**config.mk**
```make
export PLATFORM = sky130hd
export DESIGN_NAME = nvdla_csb_seq
export DESIGN_NICKNAME = d
export VERILOG_FILES = /design/src/rtl/nvdla_csb_seq_pkg.sv /design/src/rtl/nvdla_csb_seq_cmd_fifo.sv /design/src/rtl/nvdla_csb_seq.sv
export SDC_FILE = /design/constraint.sdc
export NUM_CORES = 1
export LEC_CHECK = 0
export ABC_AREA = 0
export CAP_MARGIN = 20
export CORE_ASPECT_RATIO = 0.8
export CORE_MARGIN = 10
export CORE_UTILIZATION = 28
export DETAILED_ROUTE_END_ITERATION = 10
export SKIP_LAST_GASP = 1
export SLEW_MARGIN = 15
export SYNTH_ARGS = -nofsm -noshare
export SYNTH_HDL_FRONTEND = slang
export SYNTH_SLANG_ARGS = --single-unit
```
**constraint.sdc**
```tcl
create_clock -name clk_i -period 10 [get_ports clk_i]
set_clock_uncertainty 0.05 [all_clocks]
set_input_delay 1 -clock clk_i [delete_from_list [all_inputs] [get_ports clk_i]]
set_output_delay 1 -clock clk_i [all_outputs]
set_load 0.02 [all_outputs]
```
**src/rtl/nvdla_csb_seq_pkg.sv**
```systemverilog
// Shared types for the CSB command sequencer: command record and sequencer states.
// Build option NVDLA_CSB_SEQ_TIMEOUT_EN enables the watchdog and the ERROR path.
package nvdla_csb_seq_pkg;

  localparam int CSB_ADDR_W = 32;
  localparam int CSB_DATA_W = 32;

  typedef struct packed {
    logic [CSB_ADDR_W-1:0] addr;
    logic [CSB_DATA_W-1:0] wdat;
    logic                  write;
    logic                  wait_intr;
  } csb_cmd_t;

  typedef enum logic [2:0] {
    IDLE, ISSUE, WAIT_CPL, WAIT_INTR, POP, DRAIN, ERROR
  } csb_seq_state_t;

  // Wait-for-interrupt wins over write, so the stored write bit is already resolved.
  function automatic csb_cmd_t make_cmd(input logic [CSB_ADDR_W-1:0] addr,
                                        input logic [CSB_DATA_W-1:0] wdat,
                                        input logic write,
                                        input logic wait_intr);
    csb_cmd_t c;
    c.addr      = addr;
    c.wdat      = wdat;
    c.write     = write & ~wait_intr;
    c.wait_intr = wait_intr;
    return c;
  endfunction

endpackage

```
**src/rtl/nvdla_csb_seq_cmd_fifo.sv**
```systemverilog
// DEPTH-entry command FIFO for the CSB sequencer; flush has priority over push/pop.
module nvdla_csb_cmd_fifo
  import nvdla_csb_seq_pkg::*;
#(
  parameter int DEPTH = 8
) (
  input  logic                   clk_i,
  input  logic                   rst_ni,
  input  logic                   push,
  input  logic                   pop,
  input  logic                   flush,
  input  csb_cmd_t               data_in,
  output logic                   full,
  output logic                   empty,
  output logic [$clog2(DEPTH):0] count,
  output csb_cmd_t               head
);

  localparam int AW = $clog2(DEPTH);

  csb_cmd_t     mem [DEPTH];
  logic [AW:0]  wr_ptr;
  logic [AW:0]  rd_ptr;
  logic         push_ok;
  logic         pop_ok;

  assign count   = wr_ptr - rd_ptr;
  assign full    = (count == (AW+1)'(DEPTH));
  assign empty   = (count == '0);
  assign push_ok = push & ~full & ~flush;
  assign pop_ok  = pop & ~empty & ~flush;
  assign head    = mem[rd_ptr[AW-1:0]];

  always_ff @(posedge clk_i) begin
    if (push_ok) mem[wr_ptr[AW-1:0]] <= data_in;
  end

  always_ff @(posedge clk_i or negedge rst_ni) begin
    if (!rst_ni) begin
      wr_ptr <= '0;
      rd_ptr <= '0;
    end else if (flush) begin
      wr_ptr <= '0;
      rd_ptr <= '0;
    end else begin
      if (push_ok) wr_ptr <= wr_ptr + (AW+1)'(1);
      if (pop_ok)  rd_ptr <= rd_ptr + (AW+1)'(1);
    end
  end

endmodule

```
**src/rtl/nvdla_csb_seq.sv**
```systemverilog
// CSB command sequencer: runs queued write/read/wait-intr commands after one start.
// Define NVDLA_CSB_SEQ_TIMEOUT_EN to build in the watchdog timeout and ERROR state.
module nvdla_csb_seq
  import nvdla_csb_seq_pkg::*;
#(
  parameter int DEPTH     = 8,
  parameter int ADDR_W    = 32,
  parameter int DATA_W    = 32,
  parameter int TIMEOUT_W = 16
) (
  input  logic                   clk_i,
  input  logic                   rst_ni,
  input  logic                   clear_i,
  input  logic                   cmd_valid_i,
  output logic                   cmd_ready_o,
  input  logic [ADDR_W-1:0]      cmd_addr_i,
  input  logic [DATA_W-1:0]      cmd_wdat_i,
  input  logic                   cmd_write_i,
  input  logic                   cmd_wait_intr_i,
  input  logic                   start_i,
  input  logic [TIMEOUT_W-1:0]   timeout_cyc_i,
  output logic                   eng_start_o,
  output logic                   eng_clear_o,
  output logic                   eng_enable_o,
  output logic [ADDR_W-1:0]      eng_addr_o,
  output logic [DATA_W-1:0]      eng_wdat_o,
  output logic                   eng_write_o,
  output logic                   eng_wait_intr_o,
  input  logic                   eng_wr_complete_i,
  input  logic                   eng_rd_valid_i,
  input  logic                   eng_intr_i,
  output logic                   sink_req_start_o,
  input  logic                   sink_ready_start_i,
  output logic                   busy_o,
  output logic                   done_o,
  output logic                   evt_o,
  output logic                   err_o,
  output logic [$clog2(DEPTH):0] cmd_cnt_o
);

  localparam int CW = $clog2(DEPTH) + 1;

  csb_seq_state_t state_q, state_d;
  csb_cmd_t       cmd_in, head;
  logic           fifo_push, fifo_pop, fifo_flush, fifo_full, fifo_empty;
  logic [CW-1:0]  fifo_count;
  logic [CW-1:0]  cnt_q;
  logic           evt_q, evt_d, done_q, done_d, cnt_inc, start_ack;

  assign cmd_in = make_cmd(CSB_ADDR_W'(cmd_addr_i), CSB_DATA_W'(cmd_wdat_i),
                           cmd_write_i, cmd_wait_intr_i);
  assign fifo_push = cmd_valid_i & ~fifo_full;

  nvdla_csb_cmd_fifo #(.DEPTH(DEPTH)) u_fifo (
    .clk_i   (clk_i),
    .rst_ni  (rst_ni),
    .push    (fifo_push),
    .pop     (fifo_pop),
    .flush   (fifo_flush),
    .data_in (cmd_in),
    .full    (fifo_full),
    .empty   (fifo_empty),
    .count   (fifo_count),
    .head    (head)
  );

  // Engine fields are zeroed while nothing is queued so stale entries never leak out.
  assign cmd_ready_o     = ~fifo_full;
  assign eng_addr_o      = fifo_empty ? '0 : ADDR_W'(head.addr);
  assign eng_wdat_o      = fifo_empty ? '0 : DATA_W'(head.wdat);
  assign eng_write_o     = ~fifo_empty & head.write;
  assign eng_wait_intr_o = ~fifo_empty & head.wait_intr;
  assign eng_clear_o     = (state_q == IDLE);
  assign eng_enable_o    = (state_q == ISSUE) || (state_q == WAIT_CPL) || (state_q == WAIT_INTR);
  assign busy_o          = (state_q != IDLE);
  assign evt_o           = evt_q;
  assign done_o          = done_q;
  assign cmd_cnt_o       = cnt_q;

`ifdef NVDLA_CSB_SEQ_TIMEOUT_EN
  logic [TIMEOUT_W-1:0] tmr_q;
  logic                 timeout_hit, err_q, err_set;
  assign timeout_hit = (timeout_cyc_i != '0) && (tmr_q == timeout_cyc_i);
  assign err_o       = err_q;
`else
  logic unused_timeout;
  assign unused_timeout = ^timeout_cyc_i;
  assign err_o          = 1'b0;
`endif

  always_comb begin
    state_d          = state_q;
    eng_start_o      = 1'b0;
    sink_req_start_o = 1'b0;
    fifo_pop         = 1'b0;
    fifo_flush       = 1'b0;
    evt_d            = 1'b0;
    done_d           = 1'b0;
    cnt_inc          = 1'b0;
    start_ack        = 1'b0;
`ifdef NVDLA_CSB_SEQ_TIMEOUT_EN
    err_set          = 1'b0;
`endif
    case (state_q)
      IDLE: if (start_i) begin
        start_ack = 1'b1;
        if (fifo_empty) done_d  = 1'b1;
        else            state_d = ISSUE;
      end
      ISSUE: begin
        if (head.wait_intr) begin
          eng_start_o = 1'b1;
          state_d     = WAIT_INTR;
        end else if (head.write) begin
          eng_start_o = 1'b1;
          state_d     = WAIT_CPL;
        end else if (sink_ready_start_i) begin
          eng_start_o      = 1'b1;
          sink_req_start_o = 1'b1;
          state_d          = WAIT_CPL;
        end
      end
      WAIT_CPL: if (head.write ? eng_wr_complete_i : eng_rd_valid_i) begin
        evt_d   = 1'b1;
        state_d = POP;
      end
      WAIT_INTR: if (eng_intr_i) begin
        evt_d   = 1'b1;
        state_d = POP;
      end
      POP: begin
        fifo_pop = 1'b1;
        cnt_inc  = 1'b1;
        // A push landing in this cycle still counts as remaining work.
        state_d  = ((fifo_count > CW'(1)) || fifo_push) ? ISSUE : DRAIN;
      end
      DRAIN: if (sink_ready_start_i) begin
        done_d  = 1'b1;
        state_d = IDLE;
      end
`ifdef NVDLA_CSB_SEQ_TIMEOUT_EN
      ERROR: begin
        fifo_flush = 1'b1;
        err_set    = 1'b1;
        done_d     = 1'b1;
        state_d    = IDLE;
      end
`endif
      default: state_d = IDLE;
    endcase
`ifdef NVDLA_CSB_SEQ_TIMEOUT_EN
    if (timeout_hit && (state_d == state_q) &&
        ((state_q == WAIT_CPL) || (state_q == WAIT_INTR) || (state_q == DRAIN)))
      state_d = ERROR;
`endif
    if (clear_i) begin
      state_d    = IDLE;
      fifo_flush = 1'b1;
      fifo_pop   = 1'b0;
      evt_d      = 1'b0;
      done_d     = 1'b0;
`ifdef NVDLA_CSB_SEQ_TIMEOUT_EN
      err_set    = 1'b0;
`endif
    end
  end

  always_ff @(posedge clk_i or negedge rst_ni) begin
    if (!rst_ni) begin
      state_q <= IDLE;
      evt_q   <= 1'b0;
      done_q  <= 1'b0;
      cnt_q   <= '0;
    end else begin
      state_q <= state_d;
      evt_q   <= evt_d;
      done_q  <= done_d;
      if (clear_i || start_ack) cnt_q <= '0;
      else if (cnt_inc)         cnt_q <= cnt_q + CW'(1);
    end
  end

`ifdef NVDLA_CSB_SEQ_TIMEOUT_EN
  // The watchdog restarts on every state change and only runs in the waiting states.
  always_ff @(posedge clk_i or negedge rst_ni) begin
    if (!rst_ni) begin
      tmr_q <= '0;
      err_q <= 1'b0;
    end else begin
      if (state_d != state_q) tmr_q <= '0;
      else if ((state_q == WAIT_CPL) || (state_q == WAIT_INTR) || (state_q == DRAIN))
        tmr_q <= tmr_q + TIMEOUT_W'(1);
      if (clear_i || start_ack) err_q <= 1'b0;
      else if (err_set)         err_q <= 1'b1;
    end
  end
`endif

endmodule

```
Word-level counts from Yosys, hierarchy flattened
Memories as Yosys holds them, arrays and structs flattened.
Index checks and enable logic that the tools add are counted.

cells by class
  reduce and logical (&&, ||, !) cells = 11
  bitwise operators = 12
  eq/ne operators = 12
  muxes and demuxes = 42
  order comparisons = 1
  add/sub/neg operators = 4

operators by type and width
  cell                                                            number
  2-to-1 mux 32 bit                                               2
  2-to-1 mux 3 bit                                                10
  2-to-1 mux 4 bit                                                6
  2-to-1 mux 1 bit                                                21
  one-hot mux 3 bit (6 select lines)                              1
  adder 4 x 1 -> 4 bit (second input constant)                    3
  != test 3 bit (second input constant)                           4
  AND 1 bit                                                       8
  equality test 3 x 2 -> 1 bit (second input constant)            2
  equality test 3 bit (second input constant)                     2
  AND reduction 6 bit                                             1
  nonzero test 2 bit                                              3
  != test 5 bit (second input constant)                           1
  equality test 4 bit (second input constant)                     1
  greater-than comparator 4 x 1 -> 1 bit (second input constant)  1
  zero test 4 bit                                                 1
  logical OR 1 bit                                                4
  inverter 1 bit                                                  4
  one-hot mux 1 bit (2 select lines)                              2
  subtractor 4 bit                                                1
  equality test 3 x 1 -> 1 bit (second input constant)            1
  zero test 3 bit                                                 1
  != test 3 x 2 -> 1 bit (second input constant)                  1
  nonzero test 3 bit                                              1

word-level totals
  bits in registers = 17
  bits of input ports = 91
  memories = 1
  logic and storage cells = 89
  bits in writable memories = 528
  output and inout port bits = 79

memories
  memory      words  width  rd ports  clocked after memory_dff  write ports  line                          RTL
  u_fifo.mem  8      66     1         0                         1            nvdla_csb_seq_cmd_fifo.sv:21  csb_cmd_t mem [DEPTH];

Logic depth before layout (Yosys ltp)
  depth after elaboration = 8
  depth in mapped cells = 11
  gate-level depth less buffers = 10

Modules after synthesis
Synthesis repeated with hierarchy kept, for this count alone.

unflattened totals
  cell total of the unflattened synthesis = 1122
  area, all modules = 21551.9 um^2

by module, submodules not included
  module              instances  cells each  area an instance (um^2)
  nvdla_csb_cmd_fifo  1          980         20479.6
  nvdla_csb_seq       1          142         1072.3

Least setup slack after synthesis
OpenSTA, ideal clock, no wires.

  path type = register -> register
  from = reg u_fifo.rd_ptr[2]
  to = mem u_fifo.mem[1][0] (netlist bit), enable pin
  cell stages (with the launch flop) = 10
  data arrival time = 8.321 ns
  slack = 0.976 ns
  setup time = 0.653 ns
  path through = dfrtp_1 > inv_1 > buf_1 > ha_1 > a21oi_1 > and3_1 > or3_1 > clkbuf_1 > nand3_1 > nor4_1

between the ends
  longest elaborated chain between the ends = 8

ends and longest elaborated chain
  element                                     line                          RTL
  start, declared                             nvdla_csb_seq_cmd_fifo.sv:23  logic [AW:0] rd_ptr;
  start signal, assigned                      nvdla_csb_seq_cmd_fifo.sv:47  if (pop_ok) rd_ptr <= rd_ptr + (AW+1)'(1);
  subtractor 4 bit (*)                        nvdla_csb_seq_cmd_fifo.sv:27  assign count = wr_ptr - rd_ptr;
  equality test 4 bit (*)                     nvdla_csb_seq_cmd_fifo.sv:28  assign full = (count == (AW+1)'(DEPTH));
  inverter 1 bit (*)                          --
  net cmd_ready_o                             nvdla_csb_seq.sv:15           output logic cmd_ready_o,
  AND 1 bit                                   nvdla_csb_seq.sv:52           assign fifo_push = cmd_valid_i & ~fifo_full;
  AND 1 bit (*) (2 in series)                 nvdla_csb_seq_cmd_fifo.sv:30  assign push_ok = push & ~full & ~flush;
  2-to-1 mux 1 bit (*)                        nvdla_csb_seq_cmd_fifo.sv:35  if (push_ok) mem[wr_ptr[AW-1:0]] <= data_in;
  2-to-1 mux 1 bit (implied by the code) (*)  nvdla_csb_seq_cmd_fifo.sv:35
  end, declared                               nvdla_csb_seq_cmd_fifo.sv:21

Mark *: on every way through the listed nets, which the timed path passes. The rest lies on a longest branch.

Worst setup path after layout
  from = reg u_fifo.rd_ptr[2]
  to = out eng_addr_o[26]

between the ends
  longest elaborated chain between the ends = 3
  elaborated cells on any way between the ends = 4
  classes of those cells = 1 x add/sub; 1 x mux; 1 x reduce/logical; 1 x memory

ends and longest elaborated chain
  element                line                          RTL
  subtractor 4 bit       nvdla_csb_seq_cmd_fifo.sv:27
  zero test 4 bit        nvdla_csb_seq_cmd_fifo.sv:29  assign empty = (count == '0);
  2-to-1 mux 32 bit (*)  nvdla_csb_seq.sv:69           assign eng_addr_o = fifo_empty ? '0 : ADDR_W'(head.addr);
  end, declared          nvdla_csb_seq.sv:25           output logic [ADDR_W-1:0] eng_addr_o,

Every way passes the cells marked *; elsewhere a longest branch is shown, timed or not.

==> metrics.yaml <==
place.port_buffers: 152
grt_pass1_vias: 11200
worst_path_dominant_cell_family: "buffers and inverters"
syn_nets: 1153
cp-start-kind: "flip-flop"
h-tree-depth: 2
setup_tns_ns: 0
worstSetupPathType: "flip-flop to output port"
worst_slew_pin_slew_ns: 0.902
hold_path.class: "flip-flop to flip-flop"
die-width_um: 327
start_util_pct: 28.4
clock_path_buffers: 3
p_int_w: 0.00404
route.vias.total: 10400
area_growth_pct: 21.5
post_cts_buffers: 0
place.gp.congestion: 0.703
crit_slowest_cell: "clkinv_2"
wl_per_cell_um: 21.4
grt_max_degree: 68
nets: 1323
cp_max_fo: 40
swShare_pct: 24.2
drcViolationCount: 0
hold_buffers: 0
fp.dieH_um: 265
slowest_delay_ns: 0.88
critPathArrivalTime_ns: 5.44
final_cell_mix: "edfxtp_1 (528), clkdlybuf4s50_1 (152), nand2_1 (142)"
worstSetupEndpointType: "output port"
track_usage_pct: 11.1
hold_viol: 0
cts_buffers: 55
pre_cts_slack_ns: 3.89
clk_pin_slew_worst_paths_ns: 0.06
setup_violations: 0
synth_warnings: 0
pwr-share-clk_pct: 38.1
cp.required_ns: 8.95
diodes: 0
ys_seq_area_share_pct: 77.2
syn_area_per_cell_um2: 20.0
fillCellCount: 7017
core-area_um2: 74200
max_freq_mhz: 154
syn_area_um2: 21100
ios: 170
grt-ovfl-total: 0
async_reset_ff_share_pct: 3.12
drt-pass1-iter-count: 6
drv_slew: 0
p_leak_nw: 7.91
p_per_area_nw_per_um2: 208
fin_ws_ns: 3.51
finalCritPeriodShare_pct: 64.9
drive_gt1_share_pct: 19.6
wl_um: 48600
combPwrFrac_pct: 13.2
hpwl_um: 26200
ys_ff_latch: 545
antenna_found_initial: 4
grt_pass1_wl_um: 73400
finalCriticalPeriod_ns: 6.49
synth_ff_type: "edfxtp_1"
path_buf_inv: 3
outcome: "completed"
ant_nets: 0
cts_resized: 0
cts_tree: "built"
dieArea_um2: 86700
relSlewSlack_pct: 39.8
vdd_drop_max_mv: 0.139
row_count: 89
p_sw_w: 0.00129
layout_commonest_cell: "edfxtp_1"
synth_edf_count: 528
drt-vias-per-instance: 4.58
drt-initial-drc-count: 656
synthesis.instances: 1055
ys_types: 40
crit_chain: "clkinv_2, ha_1, a21oi_1, a21oi_1, o21ba_4, buf_4, a21oi_1, clkdlybuf4s50_1"
power.share.sequential_pct: 48.7
clkSinkCount: 545
crit_top_cell: "a21oi_1"
cts_root_buffer: "clkbuf_16"
clk_latency_ns: 0.58
max_cap_viol_count: 0
grt_setup_unrepaired: "false"
-- Yosys cell counts (all sizes together), types with 3 or more instances --
library cell	number	share of area [%]
edfxtp	528	75
nand4	3	0.089
nand3	6	0.14
dfrtp	17	2.0
nand2	143	2.6
ha	6	0.36
nor2	23	0.42
or3	3	0.089
mux4	131	14
a21oi	71	1.7
nor3	10	0.24
a21o	3	0.11
buf	27	0.62
xor2	3	0.12
clkbuf	35	0.62
mux2i	7	0.33
xnor2	6	0.25
inv	9	0.16
nor4	4	0.12
-- flip-flops by register name, indices dropped and copies added (netlist names) --
signal,count
evt_o,1
u_fifo.rd_ptr,4
u_fifo.wr_ptr,4
state_q,3
done_o,1
u_fifo.mem,528
cmd_cnt_o,4
-- cells by family after synthesis --
logic type | Yosys count | share of synthesized area [%]
multiplexers | 140 | 14.4
other | 1 | 0.0178
adder cells (fa/ha/maj) | 7 | 0.451
AO/OA/AOI/OAI | 83 | 2.19
XOR/XNOR | 9 | 0.374
buffers and inverters | 71 | 1.41
flip-flops | 545 | 77.2
AND/OR/NAND/NOR | 199 | 3.89
-- path summary, 6_finish.rpt --
check | start | to | slack (ns) | cells after the start
hold / removal | cmd_cnt_o[3] | cmd_cnt_o[3] | 0.51 | 2
max in group asynchronous | rst_ni | u_fifo.rd_ptr[1] | 8.39 | 1
setup / recovery | u_fifo.rd_ptr[2] | eng_addr_o[26] | 3.51 | 8
setup reg to reg | u_fifo.rd_ptr[2] | u_fifo.mem[6][42] | 4.83 | 9
min in group asynchronous | rst_ni | state_q[1] | 0.87 | 1
hold reg to reg | cmd_cnt_o[3] | cmd_cnt_o[3] | 0.51 | 2
-- worst reg2reg max path: cells and delay by family, from the launching register on --
kind | cells | cell delay (ns)
buf+inv | 3 | 2.14
fa+ha+maj | 1 | 0.69
simple gates | 3 | 0.65
compound gates | 2 | 0.37
flops | 1 | 0.82
-- stage by stage --
stage                     hold WS [ns]  instance area [um2]  cells  util (%)  power, W
after global routing             0.546                25600   2269      34.5   0.00555
after detailed placement         0.488                23800   2169      32.1   0.00336
after global placement           0.488                23800   2169      32.1   0.00335
final                            0.507                25600   2269      34.5   0.00532
after floorplan                  0.479                21100   1055         -   0.00301
after CTS                        0.507                25600   2269      34.5   0.00541
-- layer usage --
metal / up-vias / GRT usage, % / routed length [um]
li1: 4579 / - / -
met1: 5500 / 14.5 / 21200
met2: 228 / 18.5 / 23900
met3: 72 / 2.86 / 2680
met4: 8 / 2.68 / 802
met5: - / 0 / 61
-- power groups by stage --
| stage | combinational (W) | clock (W) | sequential (W) |
|---|---|---|---|
| floorplan | 0.000387 | 0 | 0.00263 |
| finish | 0.000704 | 0.00203 | 0.00259 |
| detailed placement | 0.000720 | 0 | 0.00264 |
| CTS | 0.000723 | 0.00210 | 0.00259 |
| global placement | 0.000713 | 0 | 0.00264 |
| global route | 0.000760 | 0.00219 | 0.00260 |
-- area by class of cell --
type                            count  area [um2]  share of cell area, %
Clock inverter                     35         340                   1.33
Inverter                            9        35.0                  0.137
Timing Repair Buffer              175        1710                   6.66
Sequential cell                   545       16300                   63.6
Tap cell                         1001        1250                   4.89
Clock buffer                       65        1440                   5.60
Multi-Input combinational cell    439        4560                   17.8
(Power assumes the default switching activity.)
